`src/rtl/nc_pkg.sv`:
```
// Shared constants for the neurocore host bridge: opcode field values,
// bridge FSM state encoding and the byte returned on an aborted read.
package nc_pkg;

  localparam logic [1:0] OP_NOP   = 2'b00;
  localparam logic [1:0] OP_WRITE = 2'b01;
  localparam logic [1:0] OP_READ  = 2'b10;
  localparam logic [1:0] OP_RSVD  = 2'b11;

  localparam logic [7:0] RD_ERR_BYTE = 8'hEE;

  typedef enum logic [2:0] {
    ST_IDLE    = 3'd0,
    ST_W_ADDR  = 3'd1,
    ST_W_DATA  = 3'd2,
    ST_R_ADDR  = 3'd3,
    ST_RD_WAIT = 3'd4
  } bridge_state_e;

endpackage

```
`src/rtl/nc_sync2.sv`:
```
// Two-flop synchronizer for a single asynchronous bit, with selectable reset value.
module nc_sync2 #(
  parameter bit RESET_VAL = 1'b0
) (
  input  logic clk,
  input  logic rst_n,
  input  logic d,
  output logic q
);

  logic meta;

  always_ff @(posedge clk or negedge rst_n) begin
    if (!rst_n) begin
      meta <= RESET_VAL;
      q    <= RESET_VAL;
    end else begin
      meta <= d;
      q    <= meta;
    end
  end

endmodule

```
`src/rtl/nc_host_bridge.sv`:
```
// Host byte-protocol responder: 4-phase strobe/ack bytes in, single-cycle array
// write/read requests out. Optional odd-parity check under NC_BRIDGE_PARITY_EN.
module nc_host_bridge
  import nc_pkg::*;
#(
  parameter int ADDR_W     = 6,
  parameter int RD_TIMEOUT = 15
) (
  input  logic              clk,
  input  logic              rst_n,
  input  logic [7:0]        host_data_i,
  input  logic              host_stb_i,
  input  logic              host_par_i,
  output logic              host_ack_o,
  output logic [7:0]        host_rdata_o,
  output logic              wr_en_o,
  output logic [ADDR_W-1:0] wr_addr_o,
  output logic [7:0]        wr_data_o,
  output logic              rd_en_o,
  output logic [ADDR_W-1:0] rd_addr_o,
  input  logic [7:0]        rd_data_i,
  input  logic              rd_valid_i,
  output logic              busy_o,
  output logic              err_o,
  output logic [2:0]        state_dbg
);

  localparam int CNT_W = $clog2(RD_TIMEOUT + 1);

  bridge_state_e    state;
  logic             stb_s;
  logic             stb_prev;
  logic [1:0]       settle;
  logic             accept;
  logic             par_bad;
  logic [CNT_W-1:0] rd_cnt;

  nc_sync2 #(.RESET_VAL(1'b0)) u_stb_sync (
    .clk   (clk),
    .rst_n (rst_n),
    .d     (host_stb_i),
    .q     (stb_s)
  );

  // stb_prev is pinned high until the synchronizer has flushed, so a strobe
  // already high at reset release never looks like a fresh rising edge.
  always_ff @(posedge clk or negedge rst_n) begin
    if (!rst_n) begin
      settle   <= 2'b00;
      stb_prev <= 1'b1;
    end else begin
      settle   <= {settle[0], 1'b1};
      stb_prev <= settle[1] ? stb_s : 1'b1;
    end
  end

  assign accept = stb_s && !stb_prev && !host_ack_o && (state != ST_RD_WAIT);

`ifdef NC_BRIDGE_PARITY_EN
  assign par_bad = ~(^{host_data_i, host_par_i});
`else
  logic unused_par;
  assign unused_par = host_par_i;
  assign par_bad    = 1'b0;
`endif

  always_ff @(posedge clk or negedge rst_n) begin
    if (!rst_n) begin
      state        <= ST_IDLE;
      host_ack_o   <= 1'b0;
      host_rdata_o <= 8'h00;
      wr_en_o      <= 1'b0;
      wr_addr_o    <= '0;
      wr_data_o    <= 8'h00;
      rd_en_o      <= 1'b0;
      rd_addr_o    <= '0;
      err_o        <= 1'b0;
      rd_cnt       <= '0;
    end else begin
      wr_en_o <= 1'b0;
      rd_en_o <= 1'b0;
      if (host_ack_o && !stb_s) host_ack_o <= 1'b0;

      if (accept) begin
        if (par_bad) begin
          err_o      <= 1'b1;
          host_ack_o <= 1'b1;
          state      <= ST_IDLE;
        end else begin
          case (state)
            ST_IDLE: begin
              host_ack_o <= 1'b1;
              err_o      <= (host_data_i[7:6] == OP_RSVD);
              if (host_data_i[7:6] == OP_WRITE)     state <= ST_W_ADDR;
              else if (host_data_i[7:6] == OP_READ) state <= ST_R_ADDR;
              else                                  state <= ST_IDLE;
            end
            ST_W_ADDR: begin
              host_ack_o <= 1'b1;
              wr_addr_o  <= host_data_i[ADDR_W-1:0];
              state      <= ST_W_DATA;
            end
            ST_W_DATA: begin
              host_ack_o <= 1'b1;
              wr_data_o  <= host_data_i;
              wr_en_o    <= 1'b1;
              state      <= ST_IDLE;
            end
            ST_R_ADDR: begin
              // Ack is withheld here; it is raised when the read completes.
              rd_addr_o <= host_data_i[ADDR_W-1:0];
              rd_en_o   <= 1'b1;
              rd_cnt    <= '0;
              state     <= ST_RD_WAIT;
            end
            default: state <= ST_IDLE;
          endcase
        end
      end else if (state == ST_RD_WAIT) begin
        if (rd_valid_i) begin
          host_rdata_o <= rd_data_i;
          host_ack_o   <= 1'b1;
          state        <= ST_IDLE;
        end else if (rd_cnt == CNT_W'(RD_TIMEOUT - 1)) begin
          host_rdata_o <= RD_ERR_BYTE;
          err_o        <= 1'b1;
          host_ack_o   <= 1'b1;
          state        <= ST_IDLE;
        end else begin
          rd_cnt <= rd_cnt + 1'b1;
        end
      end
    end
  end

  assign busy_o    = (state != ST_IDLE);
  assign state_dbg = state;

endmodule

```
`config.mk`:
```
export PLATFORM = sky130hd
export DESIGN_NAME = nc_host_bridge
export DESIGN_NICKNAME = d
export VERILOG_FILES = /design/src/rtl/nc_pkg.sv /design/src/rtl/nc_sync2.sv /design/src/rtl/nc_host_bridge.sv
export SDC_FILE = /design/constraint.sdc
export NUM_CORES = 1
export LEC_CHECK = 0
export BUFFER_PORTS_ARGS = -buffer_cell sky130_fd_sc_hd__buf_2
export CAP_MARGIN = 10
export CORE_MARGIN = 10
export CORE_UTILIZATION = 35
export CTS_CLUSTER_SIZE = 16
export DETAILED_ROUTE_END_ITERATION = 10
export HOLD_SLACK_MARGIN = 0.02
export SYNTH_ARGS = -nofsm -noshare
export SYNTH_HDL_FRONTEND = slang
export SYNTH_HIERARCHICAL = 1
export SYNTH_SLANG_ARGS = --single-unit
```
`constraint.sdc`:
```
create_clock -name clk -period 2.7 [get_ports clk]
set_input_delay 0.27 -clock clk [delete_from_list [all_inputs] [get_ports clk]]
set_output_delay 0.27 -clock clk [all_outputs]
set_load 0.02 [all_outputs]
```
### After elaboration in Yosys (flattened, before gate mapping)

Index checks and enable logic that the tools add are counted.

| operators by class | value |
|---|---|
| add/sub/neg operators | 1 |
| bitwise logic cells | 1 |
| divide/modulo/power cells | 0 |
| shift operators | 0 |
| order comparisons | 0 |
| muxes and demuxes | 30 |
| reduce and logical (&&, ||, !) cells | 21 |
| eq/ne operators | 13 |
| multipliers | 0 |

Operators with widths:

| cell | count |
|---|---|
| two-way mux 4 bit | 5 |
| two-way mux 1 bit | 16 |
| two-way mux 8 bit | 2 |
| two-way mux 3 bit | 4 |
| case mux 3 bit (3 select lines) | 1 |
| AND reduction 2 bit | 4 |
| AND reduction 4 bit | 2 |
| == test 3 x 2 -> 1 bit (second input constant) | 2 |
| inequality test 2 x 1 -> 1 bit (second input constant) | 3 |
| nonzero test 2 bit | 3 |
| nonzero test 3 bit | 2 |
| adder 4 x 1 -> 4 bit (second input constant) | 1 |
| == test 2 bit (second input constant) | 2 |
| == test 4 bit (second input constant) | 1 |
| logical AND 1 bit | 4 |
| two-way mux 2 bit | 2 |
| == test 3 x 1 -> 1 bit (second input constant) | 1 |
| == test 3 bit (second input constant) | 1 |
| zero test 1 bit | 3 |
| zero test 3 bit | 1 |
| inequality test 3 bit (second input constant) | 1 |
| AND reduction 3 bit | 1 |
| OR reduction 3 bit | 1 |
| == test 2 x 1 -> 1 bit (second input constant) | 1 |
| 2 further kinds | 2 |

| storage, ports and cells | value |
|---|---|
| memory bits (read-only) | 0 |
| logic and storage cells | 80 |
| output and inout port bits | 36 |
| register bits after elaboration | 44 |
| input bits | 21 |
| bits in writable memories | 0 |
| bits in latches | 0 |
| memories kept | 0 |

### Longest topological paths before layout

| logic depth | value |
|---|---|
| depth after elaboration | 7 |
| depth in mapped cells | 5 |

### Hierarchy

The synthesis kept the hierarchy.

By module, submodules not included:

| module | area an instance (um2) | instances | cells each |
|---|---|---|---|
| nc_host_bridge | 1,775.5 | 1 | 129 |
| nc_sync2 | 50.0 | 1 | 2 |

### Worst setup path after synthesis

No wires, ideal clock.

| timing | value |
|---|---|
| path type | register to register |
| start point | register state[2], in the netlist state_dbg[2] |
| end point | register rd_addr_o[0] |
| arrival time | 1.653 ns |
| path slack | 0.922 ns |
| data required time | 2.575 ns |
| cell stages (with the launch flop) | 4 |
| cells stage by stage | dfrtp_1 -> or4b_4 -> nor2_8 -> mux2_2 |

| between the ends | value |
|---|---|
| longest elaborated chain between the ends | 3 |
| elaborated cells between the ends (all ways) | 4 |
| those cells by class | eq/ne: 2; reduce/logical: 2 |

Ends and longest elaborated chain:

| element | line | text |
|---|---|---|
| start: declaration | nc_host_bridge.sv:30 | `bridge_state_e state;` |
| start signal: assignment | nc_host_bridge.sv:69 | `state <= ST_IDLE;` |
| start signal: assignment | nc_host_bridge.sv:88 | `state <= ST_IDLE;` |
| start signal: assignment | nc_host_bridge.sv:94 | `if (host_data_i[7:6] == OP_WRITE) state <= ST_W_ADDR;` |
| inequality test 3 bit | nc_host_bridge.sv:57 | `assign accept = stb_s && !stb_prev && !host_ack_o && (state != ST_RD_WAIT);` |
| logical AND 1 bit | nc_host_bridge.sv:57 |  |
| AND reduction 2 bit (no line) * | - |  |
| end signal: assignment | nc_host_bridge.sv:111 | `rd_addr_o <= host_data_i[ADDR_W-1:0];` |
| end: declaration | nc_host_bridge.sv:20 | `output logic [ADDR_W-1:0] rd_addr_o,` |

Mark *: on every way between the ends. The rest lies on a longest branch, timed or not.
A chain may end at the register's enable or synchronous reset.

### Worst setup path in the final report

| timing | value |
|---|---|
| start point | register state[2], in the netlist state_dbg[2] |
| end point | register rd_addr_o[4] |

Same word-level chain as after synthesis.

==> results.ini <==
[run_status]
status=finished, final reports clean

[route]
vias_per_cell=4.89
drtPass1Iterations=4
wirelength_um=4070
vias=1276
wl_per_cell_um=15.6
drc=0
ant_nets=0
drt_iter0_markers=97

[worst_setup_path]
crit_arrival_ns=2.00
rr_endpoint=rd_addr_o[4]
regToRegSetupSlack_ns=0.88
cp-end-kind=register
r2r-start=state_dbg[2]
critical_path_class=register to register
worst_setup_path_start_kind=register
critPathRequiredTime_ns=2.88
path_max_fanout=10
ff2ff_path_depth=3

[global_route]
first_global_vias=1380
grt_pass1_wl_um=6800
grt_max_degree=45
grt_usage_pct=9.71
antenna_found_initial=0
overflow=0

[sta]
max_freq_mhz=549
fin_skew_ns=0.00943
slew_viol_final=0
whs_ns=0.0848
worst_slew_pin_slew_ns=0.939
tns_ns=0
period_needed_ns=1.82
rsz0062_at_grt=no
slew_headroom_pct=37.4
fin_crit_sh_pct=67.5
setup_viol=0
hold_viol_final=0

[finish]
num-fill-cells=502
layout_commonest_cell=buf_2
syn2layout_area_growth_pct=23.9
mostFrequentLayoutCells=buf_2, dfrtp_1, mux2_2
drive_gt1_share_pct=47.1
fin_nets=215
finalInstanceArea_sq_um=2260
diodes=0

[clocking]
cts-resized-gates=0
clk_latency_ns=0.29
clockBufferDepth=2
cts_max_level=2
cts_tree=yes
cts_hold_buffers=0
cts-root-buf=clkbuf_8
cts_setup_buffers=0
cts_sinks=44
clk_pin_slew_ns=0.08
cts_buffers=5

[die]
ioPinCount=57
rows=26
die_y_um=92.2
core-area_sq_um=5070
start_util_pct=36.0
die_w_um=92.2
dieArea_sq_um=8500

[flow_run]
maxCapViolCount=0

[power_and_ir_drop]
ir_worst_vdd_mv=0.705
power_mw=2.55
leakagePower_nw=1.11
powerDensity_nw_per_um2=1130

[synthesis]
avgSynthCellArea_sq_um=13.9
synth_fp_nets=156
async_flop_share_pct=100
ys_types=40
synth_edf_count=0
ys_ff_latch=44
ys_warn_count=6
yosysSeqAreaShare_pct=60.4
netlist_instances=131
synth_ff_type=dfrtp_1
syn_area_sq_um=1830

[placement]
dpl-instance-area_sq_um=2180
port_buffers=55
gp_routability_congestion=0.749
place_hpwl_um=3050

[worst_hold_path]
hp-class=primary input to register
min_to=u_stb_sync/meta
holdPathStages=1
holdCritStartpoint=host_stb_i

## where the power goes
| group | internal (mW) | total [mW] | leakage, nW | switching, mW |
|---|---|---|---|---|
| Clock | 0.185 | 0.395 | 0.0424 | 0.210 |
| Combinational | 0.432 | 1.04 | 0.534 | 0.611 |
| Sequential | 0.914 | 1.11 | 0.535 | 0.195 |
| Total | 1.53 | 2.55 | 1.11 | 1.02 |
## how the worst max path moves through the flow
stage                       startpoint           end  slack, ns
after floorplan           state_dbg[2]  rd_addr_o[0]       0.92
after global placement    state_dbg[2]  rd_addr_o[2]       0.89
after detailed placement  state_dbg[2]  rd_addr_o[1]       0.88
after CTS                 state_dbg[2]  rd_addr_o[4]       0.88
after global routing      state_dbg[1]     rd_cnt[1]       0.77
final                     state_dbg[2]  rd_addr_o[4]       0.88
## routing by layer
metal	track usage (%)	share of wire, %	vias to the layer above
met1	12.1	46	641
met2	15.0	47	38
li1	-	-	595
met3	4.40	7.5	2
met5	0	0	-
met4	2.31	0.20	0
## critical path, cell delays in order (launching register included)
cell	delay, ns
dfrtp_1	0.51
or4b_4	0.65
nor2_8	0.21
mux2_2	0.35
## synth_stat cells (all sizes together) (2+ instances only)
library cell	instances	area (sq um)
clkbuf	2	7.51
o22a	6	52.6
a32o	2	20.0
dfrtp	43	1080
nor2	4	31.3
mux2	20	225
nand3	3	15.0
nor4b	2	32.5
a211oi	2	15.0
a311oi	2	17.5
o21ai	6	30.0
nor4	2	12.5
nand2	4	15.0
inv	6	22.5
nand3b	2	18.8
ha	4	50.1
## cell type report
type | count | area, sq um | share of cell area, %
Clock inverter | 1 | 8.76 | 0.387
Sequential cell | 44 | 1100 | 48.7
Tap cell | 70 | 87.6 | 3.87
Timing Repair Buffer | 55 | 275 | 12.2
Clock buffer | 7 | 76.3 | 3.37
Multi-Input combinational cell | 78 | 689 | 30.5
Inverter | 6 | 22.5 | 0.996
## cells by family after synthesis
kind of cell             count (synthesis)  share of synthesized area, %
flip-flops                              44                          60.4
AO/OA/AOI/OAI                           26                          11.2
AND/OR/NAND/NOR                         26                          10.8
multiplexers                            21                          12.9
buffers and inverters                    9                          1.85
adder cells (fa/ha/maj)                  4                          2.74
other                                    1                         0.205
## per-stage QoR
| stage | setup WS, ns | std cells | utilization [%] |
|---|---|---|---|
| 2_1_floorplan | 0.922 | 131 | - |
| 3_3_place_gp | 0.887 | 253 | 42.9 |
| 3_5_place_dp | 0.879 | 253 | 42.9 |
| 4_1_cts | 0.879 | 261 | 44.6 |
| 5_1_grt | 0.769 | 261 | 44.6 |
| 6_report | 0.878 | 261 | 44.6 |
## state kept, by name, indices dropped and copies added (netlist names)
name             flops
rd_addr_o            6
state_dbg            3
host_ack_o           1
stb_prev             1
host_rdata_o         8
settle               2
u_stb_sync/q         1
rd_cnt               4
wr_addr_o            6
rd_en_o              1
wr_data_o            8
err_o                1
wr_en_o              1
u_stb_sync/meta      1
(Power assumes the default switching activity.)
